File: config.mk
export PLATFORM = sky130hd
export DESIGN_NAME = elevator_car
export DESIGN_NICKNAME = d
export VERILOG_FILES = /design/src/rtl/elevator_car.sv
export SDC_FILE = /design/constraint.sdc
export NUM_CORES = 1
export LEC_CHECK = 0
export CELL_PAD_IN_SITES_DETAIL_PLACEMENT = 1
export CELL_PAD_IN_SITES_GLOBAL_PLACEMENT = 1
export CORE_AREA = 2 2 101 93
export CTS_BUF_LIST = sky130_fd_sc_hd__clkbuf_16
export DETAILED_ROUTE_END_ITERATION = 7
export DIE_AREA = 0 0 103 95
export PLACE_DENSITY_LB_ADDON = 0.2
export SLEW_MARGIN = 20
export SYNTH_ARGS = -nofsm -noshare
export SYNTH_HDL_FRONTEND = slang
export SYNTH_SLANG_ARGS = --single-unit
export TNS_END_PERCENT = 10
File: constraint.sdc
create_clock -name clk -period 6.85 [get_ports clk]
set_clock_uncertainty 0.2 [all_clocks]
set_input_delay 1.37 -clock clk [delete_from_list [all_inputs] [get_ports clk]]
set_output_delay 1.37 -clock clk [all_outputs]
set_load 0.005 [all_outputs]
File: src/rtl/elevator_car.sv
// elevator_car: cycle-based car/shaft plant driven by controller motor/direction commands.
// Optional ELEVATOR_CAR_TRIP_CNT_EN adds a saturating trip_count output.
module elevator_car #(
  parameter int TRAVEL_CYCLES = 8,
  parameter int DOOR_CYCLES = 6,
  parameter int HOME_FLOOR = 0
) (
  input  logic       clk,
  input  logic       reset,
  input  logic [3:0] motor,
  input  logic       dir_up,
  input  logic       dir_down,
  output logic [1:0] current_floor,
  output logic       moving,
  output logic       at_floor,
  output logic [3:0] served,
  output logic       door_open,
  output logic       fault
`ifdef ELEVATOR_CAR_TRIP_CNT_EN
  ,
  output logic [15:0] trip_count
`endif
);
  localparam logic [1:0] IDLE = 2'd0;
  localparam logic [1:0] MOVING = 2'd1;
  localparam logic [1:0] ARRIVE = 2'd2;
  localparam logic [1:0] DOOR_OPEN = 2'd3;
  localparam logic [15:0] TMAX = 16'(TRAVEL_CYCLES - 1);
  localparam logic [15:0] DMAX = 16'(DOOR_CYCLES - 1);
  logic [1:0] state, nxt_state, nxt_floor, new_floor;
  logic [15:0] tcnt, nxt_tcnt, dcnt, nxt_dcnt;
  logic up, nxt_up, nxt_at, nxt_fault, seg_end, keep_going;
  logic [3:0] nxt_served;
  assign new_floor = up ? current_floor + 2'd1 : current_floor - 2'd1;
  // a valid continuation needs the latched direction alone plus some pending stop
  assign keep_going = (up ? (dir_up && !dir_down) : (dir_down && !dir_up)) && motor != 4'd0
                      && !motor[new_floor] && new_floor != (up ? 2'd3 : 2'd0);
  always_comb begin
    nxt_state = state;
    nxt_floor = current_floor;
    nxt_tcnt = tcnt;
    nxt_dcnt = dcnt;
    nxt_up = up;
    nxt_served = 4'd0;
    nxt_at = 1'b0;
    nxt_fault = 1'b0;
    seg_end = 1'b0;
    case (state)
      IDLE:
        if (dir_up && dir_down) nxt_fault = 1'b1;
        else if (motor[current_floor]) begin
          nxt_state = DOOR_OPEN;
          nxt_served = 4'b0001 << current_floor;
          nxt_dcnt = 16'd0;
        end else if ((dir_up && current_floor == 2'd3) || (dir_down && current_floor == 2'd0))
          nxt_fault = 1'b1;
        else if ((dir_up || dir_down) && motor != 4'd0) begin
          nxt_state = MOVING;
          nxt_up = dir_up;
          nxt_tcnt = 16'd0;
        end
      MOVING:
        if (tcnt == TMAX) begin
          seg_end = 1'b1;
          nxt_floor = new_floor;
          nxt_tcnt = 16'd0;
          nxt_fault = dir_up && dir_down;
          if (!keep_going) begin
            nxt_state = ARRIVE;
            nxt_at = 1'b1;
            nxt_served = motor[new_floor] ? 4'b0001 << new_floor : 4'd0;
          end
        end else nxt_tcnt = tcnt + 16'd1;
      ARRIVE: begin
        nxt_state = served != 4'd0 ? DOOR_OPEN : IDLE;
        nxt_dcnt = 16'd0;
      end
      default:
        if (dcnt == DMAX) nxt_state = IDLE;
        else nxt_dcnt = dcnt + 16'd1;
    endcase
  end
  always_ff @(posedge clk) begin
    if (reset) begin
      state <= IDLE;
      current_floor <= 2'(HOME_FLOOR);
      tcnt <= 16'd0;
      dcnt <= 16'd0;
      up <= 1'b1;
      served <= 4'd0;
      at_floor <= 1'b0;
      fault <= 1'b0;
      moving <= 1'b0;
      door_open <= 1'b0;
    end else begin
      state <= nxt_state;
      current_floor <= nxt_floor;
      tcnt <= nxt_tcnt;
      dcnt <= nxt_dcnt;
      up <= nxt_up;
      served <= nxt_served;
      at_floor <= nxt_at;
      fault <= nxt_fault;
      moving <= nxt_state == MOVING;
      door_open <= nxt_state == DOOR_OPEN;
    end
  end
`ifdef ELEVATOR_CAR_TRIP_CNT_EN
  always_ff @(posedge clk) begin
    if (reset) trip_count <= 16'd0;
    else if (seg_end && trip_count != 16'hFFFF) trip_count <= trip_count + 16'd1;
  end
`endif
endmodule

== Word level (Yosys, flattened, before mapping) ==
Index checks and enable logic that the tools add are counted.

* Output and inout bits: 10
* Register bits: 45
* Logic and storage cells: 99
* Input port bits: 8

* Equality and inequality tests: 14
* Bitwise logic cells: 5
* Reduce and logical (&&, ||, !) cells: 24
* Magnitude comparators: 2
* Shifts and indexed selects: 2
* Add/sub/neg operators: 4
* Muxes and demuxes: 38

{| class="wikitable"
|+ Operators with widths
! operator !! number
|-
| 2-to-1 mux 16 bit || 8
|-
| one-hot mux 16 bit (3 select lines) || 1
|-
| adder 16 x 1 -> 16 bit, second input constant || 2
|-
| equality test 16 x 3 -> 1 bit, second input constant || 2
|-
| one-hot mux 16 bit (2 select lines) || 1
|-
| 2-to-1 mux 2 bit || 10
|-
| 2-to-1 mux 4 bit || 5
|-
| inequality test 2 bit, second input constant || 5
|-
| AND reduction 5 bit || 2
|-
| logical AND 1 bit || 9
|-
| 2-to-1 mux 1 bit || 8
|-
| one-hot mux 4 bit (2 select lines) || 1
|-
| nonzero test 4 bit || 2
|-
| left shift 1 x 2 -> 4 bit, first input constant || 2
|-
| equality test 2 bit, second input constant || 3
|-
| less-than comparator 2 x 3 -> 1 bit, second input constant || 2
|-
| one-hot mux 2 bit (3 select lines) || 1
|-
| inverter 1 bit || 5
|-
| binary-select mux 1 bit (select 2 bit) || 2
|-
| equality test 2 x 1 -> 1 bit, second input constant || 2
|-
| logical NOT 2 bit || 2
|-
| AND reduction 4 bit || 1
|-
| logical NOT 1 bit || 3
|-
| inequality test 3 x 1 -> 1 bit, second input constant || 1
|-
| other kinds (8) || 9
|}

== Logic depth before layout (Yosys ltp) ==
Gate-level depths: netlist of run 1.

* Word-level depth: 11
* Gate-level depth with buffers: 8
* Depth with buffers taken out: 7

== Worst setup path after synthesis of run 1 ==
Ideal clock, no wire load.

* Kind: input-to-reg
* Start point: input port motor[3]
* End point: register door_open
* Required time: 6521 ps
* Slack: 3867 ps
* Stages on the path: 5
* Arrival: 2655 ps
* Buffers on the path: 0
* Library setup time: 129 ps
* Path through: mux4_2 and3_4 nand2b_4 o41ai_2 nor2_1

* Word-level cells in the longest chain between the ends: 9
* Elaborated cells between the ends (all ways): 18
* Classes of those cells: eq/ne (1); mux (11); reduce/logical (6)

{| class="wikitable"
|+ RTL lines
! what !! line !! RTL
|-
| start, declared || 10 || <nowiki>input logic [3:0] motor,</nowiki>
|-
| binary-select mux 1 bit (select 2 bit) || 37 || <nowiki>&& !motor[new_floor] && new_floor != (up ? 2'd3 : 2'd0);</nowiki>
|-
| 2-to-1 mux 1 bit (not written as such) || 37 ||
|-
| logical NOT 1 bit || 37 ||
|-
| logical AND 1 bit (2 in a row) || 37 ||
|-
| 2-to-1 mux 2 bit || 68 || <nowiki>if (!keep_going) begin</nowiki>
|-
| 2-to-1 mux 2 bit || 63 || <nowiki>if (tcnt == TMAX) begin</nowiki>
|-
| one-hot mux 2 bit (3 select lines) * || 48 || <nowiki>case (state)</nowiki>
|-
| equality test 2 bit * || 105 || <nowiki>door_open <= nxt_state == DOOR_OPEN;</nowiki>
|-
| end signal, assigned || 94 || <nowiki>door_open <= 1'b0;</nowiki>
|-
| end signal, assigned || 105 ||
|-
| end, declared || 17 || <nowiki>output logic door_open,</nowiki>
|}

Mark *: on every way between the ends. The rest lies on a longest branch, timed or not. The select of a mux whose other input is x is not followed.
A chain may end at the register's enable or synchronous reset.

== Worst setup path after layout of run 1 ==
* Start point: input port dir_up
* End point: register tcnt[3]

* Word-level cells in the longest chain between the ends: 4
* Elaborated cells between the ends (all ways): 9
* Classes of those cells: eq/ne (3); reduce/logical (6)

{| class="wikitable"
|+ RTL lines
! what !! line !! RTL
|-
| start, declared || 11 || <nowiki>input logic dir_up,</nowiki>
|-
| logical OR 1 bit / logical AND 1 bit (equally long branches) || 57, 55 ||
|-
| logical AND 1 bit / logical OR 1 bit (equally long branches) || 57, 55 ||
|-
| inequality test 2 bit (no source line) || n/a ||
|-
| AND reduction 5 bit (no source line) * || n/a ||
|-
| end signal, assigned || 98 || <nowiki>tcnt <= nxt_tcnt;</nowiki>
|-
| end, declared || 31 || <nowiki>logic [15:0] tcnt, nxt_tcnt, dcnt, nxt_dcnt;</nowiki>
|}

Mark *: on every way between the ends. The rest lies on a longest branch, timed or not.

==> results of run 1 <==
## path summary, 6_finish.rpt
check	from	endpoint	slack, ps	cells after the start
worst min register to register	dcnt[1]	dcnt[1]	310	2
worst max register to register	current_floor[0]	tcnt[3]	4090	7
worst min-delay path	dcnt[1]	dcnt[1]	310	2
worst max-delay path	dir_up	tcnt[3]	3380	6
## final cells by class
class | count | area (sq um)
Fill cell | 1070 | 5950
Multi-Input combinational cell | 215 | 1490
Sequential cell | 45 | 901
Timing Repair Buffer | 19 | 185
Tap cell | 122 | 153
Clock buffer | 5 | 125
Inverter | 6 | 22.5
Clock inverter | 3 | 13.8
## Yosys cell counts (3+ instances only)
master | number | area share, %
a211oi_1 | 5 | 1.5
a21oi_1 | 18 | 3.6
a22oi_1 | 5 | 1.5
a311oi_1 | 8 | 2.8
a31oi_1 | 5 | 1.3
a41oi_1 | 5 | 1.8
and3_1 | 4 | 1.0
and4_1 | 5 | 1.8
buf_2 | 5 | 1.0
clkbuf_1 | 8 | 1.2
dfxtp_1 | 45 | 36
ha_1 | 11 | 5.6
inv_1 | 6 | 0.91
nand2_1 | 21 | 3.2
nand2b_1 | 3 | 0.76
nand3_1 | 15 | 3.0
nand4_1 | 8 | 2.0
nor2_1 | 25 | 3.8
nor2b_1 | 3 | 0.76
nor3_1 | 9 | 1.8
nor3b_1 | 4 | 1.2
nor4_1 | 5 | 1.3
o21ai_0 | 5 | 1.0
or3b_1 | 3 | 1.1
xnor2_1 | 7 | 2.5
xor2_1 | 9 | 3.2
## routing by layer
layer	wire length (microns)	vias to the layer above	part of all wire (%)	track usage, %
li1	-	1075	-	-
met1	3090	1027	49	18.0
met2	3040	17	48	23.5
met3	106	5	1.7	2.66
met4	56	0	0.89	3.62
met5	0	-	0	0
## flip-flops by register name (all words and copies together) (netlist names)
register / cells
at_floor: 1
current_floor: 2
dcnt: 16
door_open: 1
fault: 1
moving: 1
served: 4
state: 2
tcnt: 16
up: 1
## worst min-delay path, stage by stage (launching register included)
cell and delay [ps]:
dfxtp_1 340, nand2_1 70, a21oi_1 50
## cells in the final DEF, fill, tap and decap left out, types with 3 or more instances in the layout
master,count
xnor2_1,7
dfxtp_1,45
o21ai_0,5
nor4_1,5
xor2_1,9
ha_1,11
nor2_1,25
nand2b_1,3
nand3_1,15
a31oi_1,5
nor3_1,9
a311oi_1,8
nand4_1,8
or3b_1,3
a21oi_1,18
nand2_1,21
and4_1,5
a211oi_1,5
clkbuf_16,5
a41oi_1,5
clkdlybuf4s50_1,17
and3_1,4
inv_1,7
a22oi_1,5
nor3b_1,4
## kinds of logic after synthesis
logic type,count (synthesis),share of synthesized area [%]
AND/OR/NAND/NOR,125,29.6
AO/OA/AOI/OAI,60,16.9
flip-flops,45,36.4
buffers and inverters,20,3.59
XOR/XNOR,16,5.67
adder cells (fa/ha/maj),11,5.56
multiplexers,3,2.23
## power groups by stage
stage | Sequential [uW] | Combinational, uW | Clock [uW]
after floorplan | 277 | 57.1 | 0
after global placement | 283 | 79.8 | 0
after detailed placement | 283 | 80.7 | 0
after CTS | 277 | 80.8 | 243
after global routing | 279 | 88.8 | 253
final | 277 | 78.8 | 233
## stage by stage
stage / total power (uW) / hold WS [ps] / utilization [%] / setup slack, ps / instances
after floorplan: 334 / 253 / - / 3870 / 280
after CTS: 601 / 310 / 32.7 / 3350 / 415
final: 589 / 307 / 32.7 / 3380 / 415
after global routing: 620 / 351 / 32.7 / 3170 / 415
after global placement: 363 / 290 / 31.1 / 3100 / 407
after detailed placement: 364 / 301 / 31.1 / 3040 / 407
==> summary.txt, run 1 <==
Flow run
  – Max-cap violations: 0

GRT
  – Initial antenna violation count: 0
  – First-pass GRT wire length: 10700 microns
  – All-Layer GR Usage: 13.9%
  – Pin count of the biggest net entering global routing: 31
  – Total grt overflow: 0
  – Vias in the first global route: approximately 2200

Setup path
  – Critical path arrival: roughly 3400 ps
  – Slowest cell delay on critical path: 600 ps
  – Worst-path fanout max: 8
  – CP max stage cell: clkdlybuf4s50_1
  – WP data required: roughly 6800 ps
  – Crit end category: flop
  – CP Class: input pin to flop
  – Setup crit start kind: input pin
  – Worst-path cell chain: clkdlybuf4s50_1, or3b_2, a211oi_2, nor2_1, nor2_2, a311oi_1
  – Top Family by Delay on Critical Path: simple AND/OR/NAND/NOR gates
  – CP bufs+invs: 1

Finish
  – Diode count: 0
  – Post-route cell area: 2890 sq um
  – Layout area overhead: 16.8%
  – Layout cell share with drive strength beyond 1: under 10%
  – Post-layout net count: 311

Floorplan
  – Initial core utilization: roughly 28%
  – Ports: 18
  – Die X: between 100 and 150 microns
  – Core Region: just under 9000 sq um
  – Die Area: ~10000 sq um
  – DIE HEIGHT: about 95 microns
  – Num rows: 33

Clocking
  – Clk buf depth: 2
  – H-tree levels: 2
  – Clock sink count: 45
  – Root Driver: clkbuf_16
  – Worst skew pair latency: about 280 ps
  – Post-CTS Resized: 0
  – Num CTS Buffers: 5
  – Post-CTS Setup Inserts: 0
  – Hold-fix buffers, CTS: 0
  – CTS clk-pin slew, worst paths: 70 ps
  – CTS tree: yes

Yosys
  – Distinct cells, synth: 50
  – Post-Synthesis Cells: 280
  – Post-synthesis cell area: 2470 sq um
  – Register bit count reported by yosys: 45
  – Ys flop type: dfxtp_1
  – Asr flop ratio synth: 0%
  – Synth warnings: 0
  – Post-synth EDFFs: 0
  – Syn Nets: 299
  – Seq/Total Area, Yosys: between 30% and 40%
  – Syn Area/Cell: between 8 and 9 sq um

Timing
  – Worst slew pin tran: ~650 ps
  – Min Tclk post-route: 3470 ps
  – Setup violators final: 0
  – Final Cycle Share: between 50% and 60%
  – Setup total negative slack: 0 ps
  – Pins Over Slew Limit: 0
  – Max Fclk: 0.289 GHz
  – RSZ-0062 raised after global routing: no
  – Relative slew slack: 56.5%
  – Hold Vio Cnt, Final: 0

Power and ir drop
  – Clock power share: between 30 and 40%
  – Internal power: approximately 430 uW
  – Net Switching: 158 uW
  – Peak VDD IR: approximately 0.1 mV
  – Reg power frac: 47.0%
  – Gate power share: a little over an eighth
  – Net Sw Frac: approximately 27%
  – Cell Pwr Density: about 200 nW/um^2
  – Leak: 0.000948 uW

Placement
  – Buffers on Ports: 17
  – Final GP Congestion: 0.764
  – Placed inst area: 2750 sq um
  – HPWL after DPL: roughly 4500 microns

Routing
  – Initial DRT Pass Iterations: 4
  – Initial drt markers: 73
  – Routed len/inst: 15.1 microns
  – Vias: between 2000 and 2500
  – Number of routed nets with antenna violations: 0
  – Detailed Route WL: roughly 6300 microns
  – Avg Vias per Cell: slightly above 5
  – DRC errors left: 0

Hold path
  – Worst Hold Class: flop to flop

Status
  – Status: finished clean
Note: power is estimated with default switching activity, not from simulation.
==> run 2: changes to the inputs <==
==> constraint.sdc (replaced) <==
create_clock -name clk -period 3.5 [get_ports clk]
set_clock_uncertainty 0.2 [all_clocks]
set_input_delay 0.7 -clock clk [delete_from_list [all_inputs] [get_ports clk]]
set_output_delay 0.7 -clock clk [all_outputs]
set_load 0.005 [all_outputs]
==> summary.txt, run 2 (same netlist as run 1, synthesis figures left out) <==
Setup path
  – Worst-path fanout max: 8 (unchanged)
  – Worst-path cell chain: clkdlybuf4s50_1, or3b_2, a211oi_2, nor2_1, nor2_2, a311oi_1
  – Setup crit start kind: input pin
  – R2R setup slack: 940 ps (-3150 ps)
  – Critical path arrival: 2790 ps (-630 ps)
  – CP max stage cell: clkdlybuf4s50_1
  – CP Class: input pin to flop
  – Crit end category: flop
  – CP bufs+invs: 1 (unchanged)
  – Slowest cell delay on critical path: 620 ps (+20 ps)
  – Top Family by Delay on Critical Path: simple AND/OR/NAND/NOR gates
  – WP data required: 3450 ps (-3350 ps)

Clocking
  – CTS clk-pin slew, worst paths: 70 ps (about the same)
  – Clock sink count: 45 (unchanged)
  – Num CTS Buffers: 5 (unchanged)
  – Post-CTS Setup Inserts: 0 (unchanged)
  – Root Driver: clkbuf_16
  – H-tree levels: 2 (unchanged)
  – CTS tree: yes
  – Post-CTS Resized: 0 (unchanged)
  – Hold-fix buffers, CTS: 0 (unchanged)
  – Clk buf depth: 2 (unchanged)
  – Worst skew pair latency: 290 ps (about the same)

Routing
  – Vias: 2191 (+3.2%)
  – Avg Vias per Cell: 5.24 (+2.4%)
  – Initial drt markers: 67 (-8.2%)
  – Number of routed nets with antenna violations: 0 (unchanged)
  – Routed len/inst: 15.8 microns (+4.6%)
  – DRC errors left: 0 (unchanged)
  – Initial DRT Pass Iterations: 4 (unchanged)
  – Detailed Route WL: 6620 microns (+5.3%)

Placement
  – HPWL after DPL: 4710 microns (+5.7%)
  – Final GP Congestion: 0.813 (+6.4%)
  – Buffers on Ports: 17 (unchanged)
  – Pre-CTS WS: 345 ps (-2700 ps)

GRT
  – Initial antenna violation count: 0 (unchanged)
  – Pin count of the biggest net entering global routing: 29 (-6.5%)
  – All-Layer GR Usage: 14.9% (+1.1 points)
  – Total grt overflow: 0 (unchanged)
  – First-pass GRT wire length: 11400 microns (+7.1%)
  – Vias in the first global route: 2350 (+8.8%)

Status
  – Status: finished clean

Timing
  – Setup violators final: 0 (unchanged)
  – RSZ-0062 raised after global routing: no
  – Pins Over Slew Limit: 0 (unchanged)
  – Fin worst setup slack: 667 ps (-2720 ps)
  – Hold Vio Cnt, Final: 0 (unchanged)
  – Setup total negative slack: 0 ps (unchanged)
  – Relative slew slack: 58.1% (+1.6 points)
  – Worst slew pin tran: 627 ps (-19.4 ps)
  – Max Fclk: roughly 0.35 GHz
  – Final Cycle Share: slightly above 80%
  – Min Tclk post-route: 2830 ps

Finish
  – Final core occ: 33.0% (+0.27 points)
  – Biggest registers after layout: dcnt: 16 flops, tcnt: 16 flops, served: 4 flops
  – Multi-input gate area: 1490 sq um (-0.25%)
  – Sequential cell area: 901 sq um (unchanged)
  – Commonest non-fill, non-tap cell in the layout: dfxtp_1
  – Layout cell share with drive strength beyond 1: 8.45% (+0.60 points)
  – Most frequent cells in the layout: dfxtp_1 (45), nor2_1 (25), nand2_1 (21)
  – Layout area overhead: 17.8%
  – Fill cells: 1055 (-1.4%)
  – Diode count: 0 (unchanged)
  – Post-layout net count: 315 (+1.3%)

Power and ir drop
  – Leak: 0.000956 uW (+0.86%)
  – Peak VDD IR: 0.164 mV (+65%)
  – Cell Pwr Density: 400 nW/um^2 (+97%)
  – Total power: 1170 uW (+98%)

Hold path
  – Worst Hold Class: flop to flop

Floorplan
  – Ports: 18 (unchanged)
  – Die X: 103 microns (unchanged)
  – Core Region: 8840 sq um (unchanged)
  – DIE HEIGHT: 95 microns (unchanged)
  – Die Area: 9790 sq um (unchanged)
  – Initial core utilization: 28.0% (unchanged)
  – Num rows: 33 (unchanged)

Flow run
  – Max-cap violations: 0 (unchanged)
==> run 2: changes by cell type in the layout (fill, tap and decap cells not counted) <==
| cell | delta |
|---|---|
| clkinv_2 | -2 |
| o21bai_1 | +1 |
| o21bai_2 | -1 |
| clkinvlp_4 | +1 |
| clkinv_1 | +1 |
| inv_1 | -1 |
| buf_4 | +4 |
==> run 2: path summary, 6_finish.rpt <==
kind / startpoint / endpoint / cells after the start
min reg2reg: tcnt[13] / tcnt[13] / 1
max reg2reg: current_floor[1] / tcnt[7] / 7
min: tcnt[13] / tcnt[13] / 1
max: dir_up / tcnt[7] / 6
==> run 2: final cells by class <==
type                    count  share of cell area, %
clock buffers               5                   4.29
flip-flops and latches     45                   30.9
multi-input cells         215                   51.0
repair buffers             23                   7.39
clock inverters             2                  0.386
well taps                 122                   5.24
inverters                   6                  0.773
==> run 2: routing by layer <==
layer / wire length [microns] / vias up / track usage (%)
met1: 3230 / 1078 / 19.4
met5: 0 / - / 0
met3: 186 / 6 / 3.63
li1: - / 1080 / -
met2: 3130 / 27 / 24.4
met4: 74 / 0 / 4.61
==> run 2: stage by stage <==
stage          hold WS (ps)  cells  instance area, sq um
3_3_place_gp            288    411                  2780
3_5_place_dp            298    411                  2780
6_report                312    418                  2910
5_1_grt                 348    418                  2910
2_1_floorplan           253    280                  2470
4_1_cts                 307    418                  2910
==> run 2: where the power goes <==
| part | internal, uW | leakage (uW) | total, uW | switching (uW) |
|---|---|---|---|---|
| clock network | 258 | 0.0000633 | 462 | 203 |
| registers | 524 | 0.000364 | 542 | 18.7 |
| logic | 64.2 | 0.000529 | 163 | 98.5 |
| total | 846 | 0.000956 | 1170 | 321 |
==> run 3: changes to the inputs <==
==> constraint.sdc (replaced) <==
create_clock -name clk -period 2.8 [get_ports clk]
set_clock_uncertainty 0.2 [all_clocks]
set_input_delay 0.56 -clock clk [delete_from_list [all_inputs] [get_ports clk]]
set_output_delay 0.56 -clock clk [all_outputs]
set_load 0.005 [all_outputs]
==> summary.txt, run 3 (same netlist as run 1, synthesis figures left out) <==
Flow run
  – Max-cap violations: 0 (unchanged)

Clocking
  – Clock sink count: 45 (unchanged)
  – Post-CTS Resized: 0 (unchanged)
  – Post-CTS Setup Inserts: 0 (unchanged)
  – CTS tree: yes
  – Root Driver: clkbuf_16
  – Worst skew pair latency: 290 ps (about the same)
  – Num CTS Buffers: 5 (unchanged)
  – Clk buf depth: 2 (unchanged)
  – H-tree levels: 2 (unchanged)
  – CTS clk-pin slew, worst paths: 60 ps (about the same)
  – Hold-fix buffers, CTS: 0 (unchanged)

Power and ir drop
  – Internal power: 1180 uW (+39%)
  – Clock power share: 42.1% (+2.5 points)
  – Net Switching: 406 uW (+27%)
  – Reg power frac: 42.1% (-4.4 points)
  – Peak VDD IR: 0.214 mV (+31%)
  – Cell Pwr Density: 515 nW/um^2 (+29%)
  – Leak: 0.00106 uW (+11%)
  – Gate power share: 15.8% (+1.9 points)
  – Net Sw Frac: 25.6% (-1.8 points)

Timing
  – RSZ-0062 raised after global routing: no
  – Setup total negative slack: 0 ps (unchanged)
  – Hold Vio Cnt, Final: 0 (unchanged)
  – Setup violators final: 0 (unchanged)
  – Fin worst setup slack: 339 ps (-328 ps)
  – Min Tclk post-route: 2460 ps
  – Worst slew pin tran: 457 ps (-170 ps)
  – Pins Over Slew Limit: 0 (unchanged)
  – Final Cycle Share: between 80 and 90%
  – Hold slack: 298 ps (-13.1 ps)
  – Relative slew slack: 69.4% (+11 points)
  – Max Fclk: between 0.4 and 0.5 GHz

Routing
  – Avg Vias per Cell: 5.16 (-1.6%)
  – DRC errors left: 0 (unchanged)
  – Initial drt markers: 51 (-24%)
  – Vias: 2243 (+2.4%)
  – Initial DRT Pass Iterations: 4 (unchanged)
  – Routed len/inst: 15.7 microns (-1.0%)
  – Number of routed nets with antenna violations: 0 (unchanged)
  – Detailed Route WL: 6820 microns (+3.0%)

Finish
  – Layout cell share with drive strength beyond 1: 13.7% (+5.3 points)
  – Layout area overhead: 24.4%
  – Post-layout net count: 332 (+5.4%)
  – Most frequent cells in the layout: dfxtp_1 (45), nor2_1 (25), buf_4 (22)
  – Commonest non-fill, non-tap cell in the layout: dfxtp_1
  – Biggest registers after layout: dcnt: 16 flops, tcnt: 16 flops, served: 4 flops
  – Diode count: 0 (unchanged)
  – Post-route cell area: 3080 sq um (+5.6%)

GRT
  – All-Layer GR Usage: 15.1% (+0.17 points)
  – Vias in the first global route: 2346 (-0.17%)
  – Initial antenna violation count: 0 (unchanged)
  – Total grt overflow: 0 (unchanged)
  – First-pass GRT wire length: 11500 microns (+0.67%)
  – Pin count of the biggest net entering global routing: 29 (unchanged)

Setup path
  – WP data required: 2780 ps (-670 ps)
  – CP Class: input pin to flop
  – Worst-path fanout max: 8 (unchanged)
  – Crit end category: flop
  – Critical path arrival: 2440 ps (-350 ps)
  – Setup crit start kind: input pin

Hold path
  – Worst Hold Class: flop to flop

Status
  – Status: finished clean

Placement
  – Pre-CTS WS: 40.0 ps (-305 ps)
  – Placed inst area: 2920 sq um (+5.0%)
  – HPWL after DPL: 4910 microns (+4.3%)
  – Final GP Congestion: 0.750 (-7.8%)
  – Buffers on Ports: 17 (unchanged)

Floorplan
  – Die Area: 9790 sq um (unchanged)
  – Die X: 103 microns (unchanged)
  – Num rows: 33 (unchanged)
  – Ports: 18 (unchanged)
  – Initial core utilization: 28.0% (unchanged)
  – Core Region: 8840 sq um (unchanged)
  – DIE HEIGHT: 95 microns (unchanged)
## run 3: worst max-delay path, stage by stage
cell             delay, ps
clkdlybuf4s50_1        550
or3b_2                 500
a211oi_2               230
buf_4                  150
o21bai_1                60
buf_4                  160
a22oi_1                180
nor2_1                  50
## run 3: through the flow
step                      instances  util, %  total power (uW)
after floorplan                 280        -               818
after global placement          428     33.0               929
after detailed placement        428     33.0               932
after CTS                       435     34.8              1610
after global routing            435     34.8              1660
final                           435     34.8              1580
## run 3: cell type report
class,instances,area [sq um]
inverters,6,22.5
repair buffers,40,355
clock inverters,2,35.0
flip-flops and latches,45,901
well taps,122,153
fillers,1055,5760
multi-input cells,215,1490
clock buffers,5,125
## run 3: path summary, 6_finish.rpt
path	startpoint	end	slack, ps	cells after the start
max	dir_up	tcnt[1]	340	8
min	tcnt[13]	tcnt[13]	300	1
max reg2reg	current_floor[1]	moving	360	6
min reg2reg	tcnt[13]	tcnt[13]	300	1
## run 3: layer usage
metal  part of all wire, %  wire (microns)  GRT usage [%]
met3                   2.0             137           2.74
met4                   1.1              72           4.28
met1                    48            3300           19.9
met5                     0               0              0
met2                    49            3310           25.2
## run 3: power groups by stage
stage | clock network [uW] | registers [uW] | logic [uW]
CTS | 689 | 667 | 252
detailed placement | 0 | 681 | 251
global placement | 0 | 681 | 248
global route | 718 | 668 | 277
finish | 667 | 666 | 251
floorplan | 0 | 679 | 140
